--- config.mk ---
export PLATFORM = sky130hd
export DESIGN_NAME = dmem_arbiter
export DESIGN_NICKNAME = d
export VERILOG_FILES = /design/src/rtl/dmem_arb_pkg.sv /design/src/rtl/arb_starve_cnt.sv /design/src/rtl/dmem_arbiter.sv
export SDC_FILE = /design/constraint.sdc
export NUM_CORES = 1
export LEC_CHECK = 0
export ABC_CLOCK_PERIOD_IN_PS = 2500
export BUFFER_PORTS_ARGS = -buffer_cell sky130_fd_sc_hd__buf_4
export CORE_AREA = 2 2 121 123
export CTS_CLUSTER_DIAMETER = 50
export DETAILED_ROUTE_END_ITERATION = 16
export DIE_AREA = 0 0 123 125
export GPL_ROUTABILITY_DRIVEN = 0
export MAX_ROUTING_LAYER = met4
export PLACE_DENSITY = 0.42
export SYNTH_ARGS = -nofsm -noshare
export SYNTH_HDL_FRONTEND = slang
export SYNTH_SLANG_ARGS = --single-unit
export TNS_END_PERCENT = 50
--- constraint.sdc ---
create_clock -name clk -period 2.5 [get_ports clk]
set_clock_uncertainty 0.2 [all_clocks]
set_input_delay 0.125 -clock clk [delete_from_list [all_inputs] [get_ports clk]]
set_output_delay 0.125 -clock clk [all_outputs]
set_load 0.01 [all_outputs]
--- src/rtl/dmem_arb_pkg.sv ---
// dmem_arb_pkg: shared types and encodings for the data-memory arbiter, MEM stage and data memory
package dmem_arb_pkg;
    typedef enum logic [1:0] {OWN_NONE, OWN_P0, OWN_P1} owner_e;
    localparam logic [2:0] LB  = 3'b000;
    localparam logic [2:0] LH  = 3'b001;
    localparam logic [2:0] LW  = 3'b010;
    localparam logic [2:0] LBU = 3'b100;
    localparam logic [2:0] LHU = 3'b101;
    localparam int STARVE_LIMIT_DEF = 4;
endpackage

--- src/rtl/arb_starve_cnt.sv ---
// arb_starve_cnt: saturating port-1 wait counter, cleared whenever port 1 is not waiting
module arb_starve_cnt #(
    parameter int LIMIT = 4
) (
    input  logic clk,
    input  logic rst,
    input  logic wait_i,
    output logic limit_hit_o
);
    localparam logic [3:0] LIM = 4'(LIMIT);
    logic [3:0] cnt_q, cnt_d;
    always_comb cnt_d = !wait_i ? 4'd0 : (cnt_q == LIM) ? cnt_q : cnt_q + 4'd1;
    always_ff @(posedge clk or posedge rst) begin
        if (rst) cnt_q <= '0;
        else     cnt_q <= cnt_d;
    end
    assign limit_hit_o = cnt_q == LIM;
endmodule

--- src/rtl/dmem_arbiter.sv ---
// dmem_arbiter: fixed-priority data-memory port share between MEM stage (port 0) and a secondary master (port 1)
module dmem_arbiter
    import dmem_arb_pkg::*;
#(
    parameter int STARVE_LIMIT = STARVE_LIMIT_DEF,
    parameter int ADDR_W       = 32,
    parameter int DATA_W       = 32
) (
    input  logic              clk,
    input  logic              rst,
    input  logic              p0_req_i,
    input  logic              p0_we_i,
    input  logic [ADDR_W-1:0] p0_addr_i,
    input  logic [DATA_W-1:0] p0_wdata_i,
    input  logic [2:0]        p0_ctrl_i,
    output logic              p0_gnt_o,
    output logic              p0_rvalid_o,
    output logic [DATA_W-1:0] p0_rdata_o,
    input  logic              p1_req_i,
    input  logic              p1_we_i,
    input  logic [ADDR_W-1:0] p1_addr_i,
    input  logic [DATA_W-1:0] p1_wdata_i,
    input  logic [2:0]        p1_ctrl_i,
    output logic              p1_gnt_o,
    output logic              p1_rvalid_o,
    output logic [DATA_W-1:0] p1_rdata_o,
    output logic              stall_o,
    output logic              mem_read_o,
    output logic              mem_write_o,
    output logic [ADDR_W-1:0] mem_addr_o,
    output logic [DATA_W-1:0] mem_wdata_o,
    output logic [2:0]        mem_ctrl_o,
    input  logic [DATA_W-1:0] mem_rdata_i
);
    owner_e owner_q, owner_d;
    logic   limit_hit;

    arb_starve_cnt #(.LIMIT(STARVE_LIMIT)) u_starve (
        .clk        (clk),
        .rst        (rst),
        .wait_i     (p1_req_i & ~p1_gnt_o),
        .limit_hit_o(limit_hit)
    );

    // port 1 takes the slot when port 0 is idle or port 1 has waited long enough
    assign p1_gnt_o = p1_req_i & (~p0_req_i | limit_hit);
    assign p0_gnt_o = p0_req_i & ~p1_gnt_o;
    assign stall_o  = p0_req_i & ~p0_gnt_o;

    always_comb begin
        mem_read_o  = (p0_gnt_o & ~p0_we_i) | (p1_gnt_o & ~p1_we_i);
        mem_write_o = (p0_gnt_o & p0_we_i) | (p1_gnt_o & p1_we_i);
        mem_addr_o  = p1_gnt_o ? p1_addr_i  : p0_gnt_o ? p0_addr_i  : '0;
        mem_wdata_o = p1_gnt_o ? p1_wdata_i : p0_gnt_o ? p0_wdata_i : '0;
        mem_ctrl_o  = p1_gnt_o ? p1_ctrl_i  : p0_gnt_o ? p0_ctrl_i  : '0;
        owner_d     = (p1_gnt_o & ~p1_we_i) ? OWN_P1 : (p0_gnt_o & ~p0_we_i) ? OWN_P0 : OWN_NONE;
    end

    always_ff @(posedge clk or posedge rst) begin
        if (rst) owner_q <= OWN_NONE;
        else     owner_q <= owner_d;
    end

    assign p0_rvalid_o = owner_q == OWN_P0;
    assign p1_rvalid_o = owner_q == OWN_P1;
    assign p0_rdata_o  = p0_rvalid_o ? mem_rdata_i : '0;
    assign p1_rdata_o  = p1_rvalid_o ? mem_rdata_i : '0;

    // a waiting requester may withdraw, but must not alter its payload
    a_p0_stable: assert property (@(posedge clk) disable iff (rst)
        p0_req_i && !p0_gnt_o |=> !p0_req_i || $stable({p0_we_i, p0_addr_i, p0_wdata_i, p0_ctrl_i}));
    a_p1_stable: assert property (@(posedge clk) disable iff (rst)
        p1_req_i && !p1_gnt_o |=> !p1_req_i || $stable({p1_we_i, p1_addr_i, p1_wdata_i, p1_ctrl_i}));
endmodule
==> results of run 1 <==
[per-layer routing]
metal,vias up,GRT usage (%)
met4,0,3.68
met2,206,25.4
met3,12,2.69
met5,-,-
li1,1685,-
met1,1541,14.5
[per-stage QoR]
step / cells / utilization, % / cell area [um^2] / hold slack (ns) / worst slack, ns
4_1_cts: 805 / 30.8 / 4380 / 0.147 / 0.238
3_3_place_gp: 799 / 30.1 / 4270 / -0.135 / 0.507
2_1_floorplan: 336 / - / 1820 / -0.284 / 0.881
6_report: 805 / 30.8 / 4380 / 0.143 / 0.228
3_5_place_dp: 799 / 30.1 / 4270 / -0.123 / 0.478
5_1_grt: 805 / 30.8 / 4380 / 0.161 / 0.0983
[worst register-to-register path, cell delays in order (launching register included)]
cell and delay, ns:
dfrtp_1 0.39, inv_1 0.08, ha_1 0.16, nand2_1 0.06, o21a_2 0.22, buf_4 0.17
and3_1 0.18
[kinds of logic after synthesis]
kind of cell             count (synthesis)  synth area share (%)
adder cells (fa/ha/maj)                  2                  1.38
XOR/XNOR                                 2                 0.963
flip-flops                               6                  8.25
AO/OA/AOI/OAI                           71                  24.5
AND/OR/NAND/NOR                        214                  54.5
buffers and inverters                   41                  10.4
[synthesized netlist by cell type]
cell type,n
a21oi_1,1
and2_1,65
and3_1,4
buf_2,13
buf_4,5
clkbuf_1,19
dfrtp_1,6
ha_1,2
inv_1,4
nand2_1,138
nand2_2,1
nand2b_1,1
nand3_1,1
nand4b_1,1
nor2_1,1
nor2b_1,2
o21a_1,1
o21bai_1,1
o22ai_1,68
xnor2_1,1
xor2_1,1
[final timing paths]
kind	from	end	slack, ns	depth (start not counted)
max	u_starve.cnt_q[0]	mem_wdata_o[7]	0.23	7
min	p1_req_i	owner_q[1]	0.14	3
max reg2reg	u_starve.cnt_q[0]	u_starve.cnt_q[1]	0.94	6
min reg2reg	u_starve.cnt_q[0]	u_starve.cnt_q[0]	0.40	2
max in group asynchronous	rst	u_starve.cnt_q[3]	1.72	3
min in group asynchronous	rst	owner_q[0]	0.18	3
[cells in the final DEF (no fill, tap or decap)]
| cell | netlist | layout |
|---|---|---|
| nand3_1 | 1 | 1 |
| buf_4 | 5 | 314 |
| nand2_1 | 138 | 138 |
| and3_1 | 4 | 4 |
| o21bai_1 | 1 | 1 |
| clkbuf_16 | 0 | 3 |
| a21oi_1 | 1 | 1 |
| dfrtp_1 | 6 | 6 |
| nor2b_1 | 2 | 2 |
| nand2_2 | 1 | 1 |
| and2_1 | 65 | 65 |
| o22ai_1 | 68 | 68 |
| ha_1 | 2 | 2 |
| nand2b_1 | 1 | 1 |
| o21a_2 | 0 | 1 |
| inv_1 | 4 | 4 |
| dlygate4sd3_1 | 0 | 3 |
| buf_12 | 0 | 2 |
| xor2_1 | 1 | 1 |
| nor2_1 | 1 | 1 |
| nand4b_1 | 1 | 1 |
| xnor2_1 | 1 | 1 |
[final cells by class]
type	count	area, um^2
well taps	184	230
multi-input cells	289	1480
repair buffers	319	2430
flip-flops and latches	6	150
clock buffers	3	75.1
inverters	4	15.0
fillers	1591	9820
[sequential cells by signal (all words and copies together) (netlist names)]
register        count
owner_q             2
u_starve.cnt_q      4
[power groups by stage]
| stage | registers [mW] | logic (mW) | clock network (mW) |
|---|---|---|---|
| finish | 0.102 | 0.717 | 0.266 |
| global route | 0.103 | 0.779 | 0.278 |
| CTS | 0.103 | 0.728 | 0.269 |
| detailed placement | 0.104 | 0.721 | 0 |
| global placement | 0.104 | 0.719 | 0 |
| floorplan | 0.103 | 0.278 | 0 |
[repair_timing]
| item | 4_1_cts | 5_1_grt |
|---|---|---|
| hold buffers | 3 | 0 |
| resized for setup | 0 | 0 |
| endpoints found under the setup margin | 0 | 0 |
| endpoints found under the hold margin | 8 | 0 |
==> flow_summary.html, run 1 <==
<table>
<tr><th>Metric</th><th>Value</th></tr>
<tr><th colspan="2">Routing</th></tr>
<tr><td>DRC Markers</td><td>0</td></tr>
<tr><td>Total wirelength of the detailed-routed design</td><td>11.5 mm</td></tr>
<tr><td>Via count of the routed design</td><td>3444</td></tr>
<tr><td>Post-DR wirelength/cell</td><td>14.2 um</td></tr>
<tr><td>Number of DRC markers in iteration 0</td><td>97</td></tr>
<tr><td>Sum of met2 wire segment lengths after detailed routing</td><td>5.85 mm</td></tr>
<tr><td>Number of nets with antenna violations after routing</td><td>0</td></tr>
<tr><td>Top routing layer in use</td><td>met4</td></tr>
<tr><td>Met1 layer wirelength in the final routing</td><td>4.27 mm</td></tr>
<tr><td>Via density per instance</td><td>4.28</td></tr>
<tr><td>Drt pass-1 iters</td><td>4</td></tr>
<tr><td>Total met3 wirelength after detailed routing</td><td>between 1 and 1.5 mm</td></tr>
<tr><th colspan="2">Die</th></tr>
<tr><td>Starting density of the core</td><td>12.8%</td></tr>
<tr><td>I/O pin count</td><td>310</td></tr>
<tr><td>Standard-cell row count</td><td>44</td></tr>
<tr><td>Die height</td><td>125 um</td></tr>
<tr><td>Horiz. Die Dim</td><td>roughly 120 um</td></tr>
<tr><td>Core area</td><td>14200 um^2</td></tr>
<tr><td>Die Footprint</td><td>15400 um^2</td></tr>
<tr><th colspan="2">CTS</th></tr>
<tr><td>Post-CTS setup buffer count</td><td>0</td></tr>
<tr><td>Max H-tree Level</td><td>1</td></tr>
<tr><td>CTS root buffer</td><td>clkbuf_16</td></tr>
<tr><td>Clk sinks</td><td>6</td></tr>
<tr><td>CTS Buffer Depth</td><td>2</td></tr>
<tr><td>Number of CTS-inserted buffers</td><td>3</td></tr>
<tr><td>Clock Pin Slew Worst Setup and Hold Paths</td><td>roughly 0.040 ns</td></tr>
<tr><td>TritonCTS clock tree</td><td>built</td></tr>
<tr><td>Clock Latency Late Sink</td><td>0.23 ns</td></tr>
<tr><th colspan="2">Synthesis</th></tr>
<tr><td>Yosys cell types</td><td>21</td></tr>
<tr><td>Cell type with the highest aggregate area in the netlist</td><td>nand2_1</td></tr>
<tr><td>Area share of the largest cell type after synthesis</td><td>28.5%</td></tr>
<tr><td>Ys Warns</td><td>0</td></tr>
<tr><td>Post-synthesis average cell area</td><td>5.41 um^2</td></tr>
<tr><td>Post-Syn Nets</td><td>510</td></tr>
<tr><td>Number of synthesized register bits</td><td>6</td></tr>
<tr><td>Mapped Cells</td><td>336</td></tr>
<tr><td>Sequential cell area fraction in the yosys report</td><td>8.25%</td></tr>
<tr><td>Leading post-synthesis cells by cell area</td><td>nand2_1 (28%), o22ai_1 (23%), and2_1 (22%)</td></tr>
<tr><td>Cell area after synthesis</td><td>1820 um^2</td></tr>
<tr><th colspan="2">Global routing</th></tr>
<tr><td>Largest net degree at the start of global routing</td><td>64</td></tr>
<tr><td>Vias in the first global route</td><td>3192</td></tr>
<tr><td>Antenna violations before repair</td><td>0</td></tr>
<tr><td>Wire length of the first global-routing pass</td><td>16.2 mm</td></tr>
<tr><td>Overall global routing resource usage</td><td>13.7%</td></tr>
<tr><td>Aggregate global routing overflow</td><td>0</td></tr>
<tr><th colspan="2">Setup path</th></tr>
<tr><td>Crit-path max FO</td><td>59</td></tr>
<tr><td>Crit-path cells</td><td>inv_1, ha_1, nand4b_1, nand2_2, buf_12, o22ai_1, buf_4</td></tr>
<tr><td>Critical path buffer and inverter count</td><td>3</td></tr>
<tr><td>Critical path startpoint category</td><td>flop</td></tr>
<tr><td>Standard cell with the maximum stage delay on the critical path</td><td>dfrtp_1</td></tr>
<tr><td>Maximum cell stage delay along the critical path</td><td>0.39 ns</td></tr>
<tr><td>Data arrival time of the critical path</td><td>1.95 ns</td></tr>
<tr><td>Setup CP Type</td><td>flop to primary output</td></tr>
<tr><td>Worst Setup End Kind</td><td>primary output</td></tr>
<tr><td>Critical path data required time</td><td>2.17 ns</td></tr>
<tr><td>Crit path max-delay family</td><td>buffers and inverters</td></tr>
<tr><th colspan="2">Power and ir drop</th></tr>
<tr><td>Portion of total power attributed to combinational logic</td><td>about two thirds</td></tr>
<tr><td>Power per cell area</td><td>between 200 and 250 nW/um^2</td></tr>
<tr><td>Share of total power in the clock network</td><td>24.5%</td></tr>
<tr><td>Static Leakage</td><td>2.38 nW</td></tr>
<tr><td>Sw frac</td><td>34.4%</td></tr>
<tr><td>Part of the total power dissipated in sequential elements</td><td>about a tenth</td></tr>
<tr><td>Power, Total</td><td>1.09 mW</td></tr>
<tr><td>NetSw</td><td>0.373 mW</td></tr>
<tr><td>Max IR drop VDD</td><td>159 uV</td></tr>
<tr><td>Int Pwr</td><td>0.712 mW</td></tr>
<tr><th colspan="2">Job</th></tr>
<tr><td>Count of maximum capacitance violations</td><td>0</td></tr>
<tr><th colspan="2">Final layout</th></tr>
<tr><td>Ant. Diodes</td><td>0</td></tr>
<tr><td>Layout cell share with drive strength beyond 1</td><td>51.7%</td></tr>
<tr><td>Relative area change from synthesis to final layout</td><td>141%</td></tr>
<tr><td># nets final</td><td>797</td></tr>
<tr><th colspan="2">Outcome</th></tr>
<tr><td>Outcome</td><td>completed</td></tr>
<tr><th colspan="2">STA</th></tr>
<tr><td>Final setup violating endpoints</td><td>0</td></tr>
<tr><td>Final total negative setup slack</td><td>0 ns</td></tr>
<tr><td>Transition time of the tightest slew-check pin</td><td>~0.61 ns</td></tr>
<tr><td>Maximum achievable frequency</td><td>440 MHz</td></tr>
<tr><td>Final worst-path cycle share</td><td>around 91%</td></tr>
<tr><td>Hold Vio Cnt, Final</td><td>0</td></tr>
<tr><td>Worst relative slew slack</td><td>approximately three fifths</td></tr>
<tr><td>RSZ-0062 raised after global routing</td><td>false</td></tr>
<tr><td>Fin crit period</td><td>2.27 ns</td></tr>
<tr><td>Number of pins exceeding their max-slew limit in the final report</td><td>0</td></tr>
<tr><th colspan="2">Place</th></tr>
<tr><td>HPWL after detailed placement</td><td>9.24 mm</td></tr>
<tr><td>Count of input and output buffers</td><td>309</td></tr>
<tr><th colspan="2">Worst hold path</th></tr>
<tr><td>Kind of path behind the tightest hold check</td><td>primary input to flop</td></tr>
</table>
No activity file was read; power rests on OpenSTA's default activity.
==> inputs of run 2 (changes only) <==
--- a/config.mk
+++ b/config.mk
@@ -5,6 +5,7 @@
 export SDC_FILE = /design/constraint.sdc
 export NUM_CORES = 1
 export LEC_CHECK = 0
+export ABC_AREA = 1
 export ABC_CLOCK_PERIOD_IN_PS = 2500
 export BUFFER_PORTS_ARGS = -buffer_cell sky130_fd_sc_hd__buf_4
 export CORE_AREA = 2 2 121 123
==> flow_summary.html, run 2 <==
<table>
<tr><th>Metric</th><th>Value</th></tr>
<tr><th colspan="2">Outcome</th></tr>
<tr><td>Outcome</td><td>finished with violations</td></tr>
<tr><td>Violations in the final reports</td><td>hold timing</td></tr>
<tr><th colspan="2">Final layout</th></tr>
<tr><td>Ant. Diodes</td><td>0</td></tr>
<tr><td>Area of all sequential standard cells</td><td>150 um^2</td></tr>
<tr><td>Commonest non-fill, non-tap cell in the layout</td><td>buf_4</td></tr>
<tr><td>Multi-input logic area</td><td>1290 um^2</td></tr>
<tr><td>Flip-flop count of the largest register after layout</td><td>4</td></tr>
<tr><td>Most used cells in the layout excluding fill and tap cells</td><td>buf_4 (314), nand3_1 (138), nand2_1 (74)</td></tr>
<tr><td>Largest registers</td><td>u_starve.cnt_q (4), owner_q (2)</td></tr>
<tr><td># nets final</td><td>839</td></tr>
<tr><td>Largest Register</td><td>u_starve.cnt_q</td></tr>
<tr><td>Layout cell share with drive strength beyond 1</td><td>approximately half</td></tr>
<tr><td>Relative area change from synthesis to final layout</td><td>139%</td></tr>
<tr><td>Layout filler cell count</td><td>1608</td></tr>
<tr><td>Final standard cell area without fillers</td><td>4340 um^2</td></tr>
<tr><td>Post-layout instance count excluding filler cells</td><td>847</td></tr>
<tr><th colspan="2">CTS</th></tr>
<tr><td>Number of CTS-inserted buffers</td><td>3</td></tr>
<tr><td>TritonCTS clock tree</td><td>built</td></tr>
<tr><td>Max H-tree Level</td><td>1</td></tr>
<tr><td>Clock Pin Slew Worst Setup and Hold Paths</td><td>0.03 ns</td></tr>
<tr><td>CTS root buffer</td><td>clkbuf_16</td></tr>
<tr><td>Clk sinks</td><td>6</td></tr>
<tr><td>CTS Buffer Depth</td><td>2</td></tr>
<tr><td>Clock Latency Late Sink</td><td>0.22 ns</td></tr>
<tr><th colspan="2">Setup path</th></tr>
<tr><td>Crit-path max FO</td><td>42</td></tr>
<tr><td>Worst Setup End Kind</td><td>primary output</td></tr>
<tr><td>Crit-path cells</td><td>inv_1, ha_1, nand3_1, nand2_2, buf_4, nand3_1, nand2_1, inv_1, buf_4</td></tr>
<tr><td>Setup CP Type</td><td>flop to primary output</td></tr>
<tr><td>Critical path data required time</td><td>approximately 2.2 ns</td></tr>
<tr><td>Maximum cell stage delay along the critical path</td><td>0.40 ns</td></tr>
<tr><td>Standard cell with the maximum stage delay on the critical path</td><td>dfrtp_1</td></tr>
<tr><td>Data arrival time of the critical path</td><td>between 1.5 and 2 ns</td></tr>
<tr><td>Critical path startpoint category</td><td>flop</td></tr>
<tr><th colspan="2">Synthesis</th></tr>
<tr><td>Post-Syn Nets</td><td>553</td></tr>
<tr><td>Number of synthesized register bits</td><td>6</td></tr>
<tr><td>Synth Flop Type</td><td>dfrtp_1</td></tr>
<tr><td>Sequential cell area fraction in the yosys report</td><td>8.26%</td></tr>
<tr><td>Leading post-synthesis cells by cell area</td><td>nand3_1 (38%), nand2_1 (15%), nor2_1 (14%)</td></tr>
<tr><td>Cell area after synthesis</td><td>1820 um^2</td></tr>
<tr><td>Post-synthesis average cell area</td><td>4.79 um^2</td></tr>
<tr><td>FFs w/ async S/R, synth</td><td>100%</td></tr>
<tr><td>Cell type with the highest aggregate area in the netlist</td><td>nand3_1</td></tr>
<tr><td>Ys Warns</td><td>0</td></tr>
<tr><td>EDFF count, synth</td><td>0</td></tr>
<tr><td>Most frequent cells after synthesis</td><td>nand3_1 (138), nand2_1 (74), nor2_1 (70)</td></tr>
<tr><td>Yosys cell types</td><td>15</td></tr>
<tr><td>Dominant cell by count in the synthesized netlist</td><td>nand3_1</td></tr>
<tr><td>Area share of the largest cell type after synthesis</td><td>between 30% and 40%</td></tr>
<tr><td>Mapped Cells</td><td>379</td></tr>
<tr><th colspan="2">Place</th></tr>
<tr><td>Inst Count DP</td><td>843</td></tr>
<tr><td>Post-DP Area</td><td>4250 um^2</td></tr>
<tr><td>HPWL after detailed placement</td><td>8.91 mm</td></tr>
<tr><td>Count of input and output buffers</td><td>309</td></tr>
<tr><th colspan="2">Die</th></tr>
<tr><td>Die height</td><td>125 um</td></tr>
<tr><td>Standard-cell row count</td><td>44</td></tr>
<tr><td>I/O pin count</td><td>310</td></tr>
<tr><td>Die Footprint</td><td>15400 um^2</td></tr>
<tr><td>Horiz. Die Dim</td><td>123 um</td></tr>
<tr><td>Starting density of the core</td><td>12.8%</td></tr>
<tr><td>Core area</td><td>14200 um^2</td></tr>
<tr><th colspan="2">Power and ir drop</th></tr>
<tr><td>Share of total power in the clock network</td><td>24.2%</td></tr>
<tr><td>Part of the total power dissipated in sequential elements</td><td>9.7%</td></tr>
<tr><td>Max IR drop VDD</td><td>between 150 and 200 uV</td></tr>
<tr><td>Sw frac</td><td>35.0%</td></tr>
<tr><td>Static Leakage</td><td>2.72 nW</td></tr>
<tr><td>Int Pwr</td><td>0.688 mW</td></tr>
<tr><td>Power per cell area</td><td>244 nW/um^2</td></tr>
<tr><td>NetSw</td><td>0.371 mW</td></tr>
<tr><td>Portion of total power attributed to combinational logic</td><td>66.1%</td></tr>
<tr><td>Power, Total</td><td>roughly 1.1 mW</td></tr>
<tr><th colspan="2">Routing</th></tr>
<tr><td>Post-DR wirelength/cell</td><td>13.3 um</td></tr>
<tr><td>Number of DRC markers in iteration 0</td><td>about 120</td></tr>
<tr><td>Total wirelength of the detailed-routed design</td><td>11.3 mm</td></tr>
<tr><td>Drt pass-1 iters</td><td>4</td></tr>
<tr><td>Number of nets with antenna violations after routing</td><td>0</td></tr>
<tr><td>Via count of the routed design</td><td>3513</td></tr>
<tr><td>Via density per instance</td><td>4.15</td></tr>
<tr><td>DRC Markers</td><td>0</td></tr>
<tr><th colspan="2">STA</th></tr>
<tr><td>Transition time of the tightest slew-check pin</td><td>0.917 ns</td></tr>
<tr><td>Number of pins exceeding their max-slew limit in the final report</td><td>0</td></tr>
<tr><td>Worst relative slew slack</td><td>roughly two fifths</td></tr>
<tr><td>Final total negative setup slack</td><td>0 ns</td></tr>
<tr><td>Worst hold slack</td><td>-0.00467 ns</td></tr>
<tr><td>Final worst-path cycle share</td><td>between 90% and 100%</td></tr>
<tr><td>Final setup violating endpoints</td><td>0</td></tr>
<tr><td>RSZ-0062 raised after global routing</td><td>false</td></tr>
<tr><td>Fin crit period</td><td>2.26 ns</td></tr>
<tr><td>Maximum achievable frequency</td><td>442 MHz</td></tr>
<tr><td>Hold Vio Cnt, Final</td><td>1</td></tr>
<tr><th colspan="2">Global routing</th></tr>
<tr><td>Overall global routing resource usage</td><td>a little over an eighth</td></tr>
<tr><td>Wire length of the first global-routing pass</td><td>between 15 and 20 mm</td></tr>
<tr><td>GR Util met1</td><td>14.2%</td></tr>
<tr><td>Vias in the first global route</td><td>roughly 3400</td></tr>
<tr><td>Met3 layer usage reported by global route</td><td>3.38%</td></tr>
<tr><td>Largest net degree at the start of global routing</td><td>between 70 and 80</td></tr>
<tr><td>Global Route met2 Usage</td><td>approximately 25%</td></tr>
<tr><td>Aggregate global routing overflow</td><td>0</td></tr>
<tr><td>Antenna violations before repair</td><td>0</td></tr>
<tr><td>Most congested layer reported by global routing</td><td>met2</td></tr>
<tr><th colspan="2">Worst hold path</th></tr>
<tr><td>Kind of path behind the tightest hold check</td><td>primary input to flop</td></tr>
<tr><th colspan="2">Job</th></tr>
<tr><td>Count of maximum capacitance violations</td><td>0</td></tr>
</table>
-- run 2: stage by stage --
stage / setup WS, ns / utilization, %
final: 0.239 / 30.5
after global routing: 0.0453 / 30.5
after CTS: 0.220 / 30.5
after detailed placement: 0.462 / 29.9
after global placement: 0.508 / 29.9
after floorplan: 0.975 / -
-- run 2: critical path: cells and delay by family, from the launching register on --
kind	cells	cell delay (ns)
flip-flops	1	0.40
buffers and inverters	4	0.63
adder cells (fa/ha/maj)	1	0.13
AND/OR/NAND/NOR	4	0.53
-- run 2: cell families after synthesis --
family                     after synthesis  share of synthesized area (%)
DFF                                      6                           8.26
adders and majority gates                2                           1.38
buffers and inverters                   85                           20.7
and+or+nand+nor                        284                           68.7
xor gates and xnor gates                 2                          0.964
-- run 2: area by class of cell --
class / count / share of cell area, %
tap: 184 / 5.31
sequential: 6 / 3.46
timing repair buffer: 317 / 55.5
clock buffer: 3 / 1.73
inverter: 49 / 4.24
multi-input combinational: 288 / 29.8
-- run 2: layer usage --
metal  wire, um  vias up
met4        153        0
met1       4250     1538
li1           -     1761
met3       1200       10
met2       5670      204
met5          0        -
-- run 2: final timing paths --
path	start	endpoint	slack (ns)	cells past startpoint
worst max-delay path	u_starve.cnt_q[0]	mem_write_o	0.24	9
worst min-delay path	p0_we_i	owner_q[0]	-0.005	4
worst max register to register	u_starve.cnt_q[0]	owner_q[1]	0.71	7
worst min register to register	u_starve.cnt_q[0]	u_starve.cnt_q[0]	0.30	1
max in group asynchronous	rst	u_starve.cnt_q[1]	1.71	3
min in group asynchronous	rst	u_starve.cnt_q[3]	0.19	3
-- run 2: what timing repair did --
| item | 4_1_cts | 5_1_grt |
|---|---|---|
| gates resized for setup | 0 | 0 |
| endpoints found under the hold margin | 6 | 0 |
| setup endpoints to repair | 0 | 0 |
| setup buffers | 0 | 0 |
| hold buffers | 1 | 0 |
-- run 2: power by group through the flow --
stage,clock network [mW],registers (mW),logic [mW]
after global routing,0.266,0.103,0.764
after global placement,0,0.104,0.706
after CTS,0.259,0.103,0.709
after floorplan,0,0.103,0.274
final,0.257,0.103,0.699
after detailed placement,0,0.104,0.705
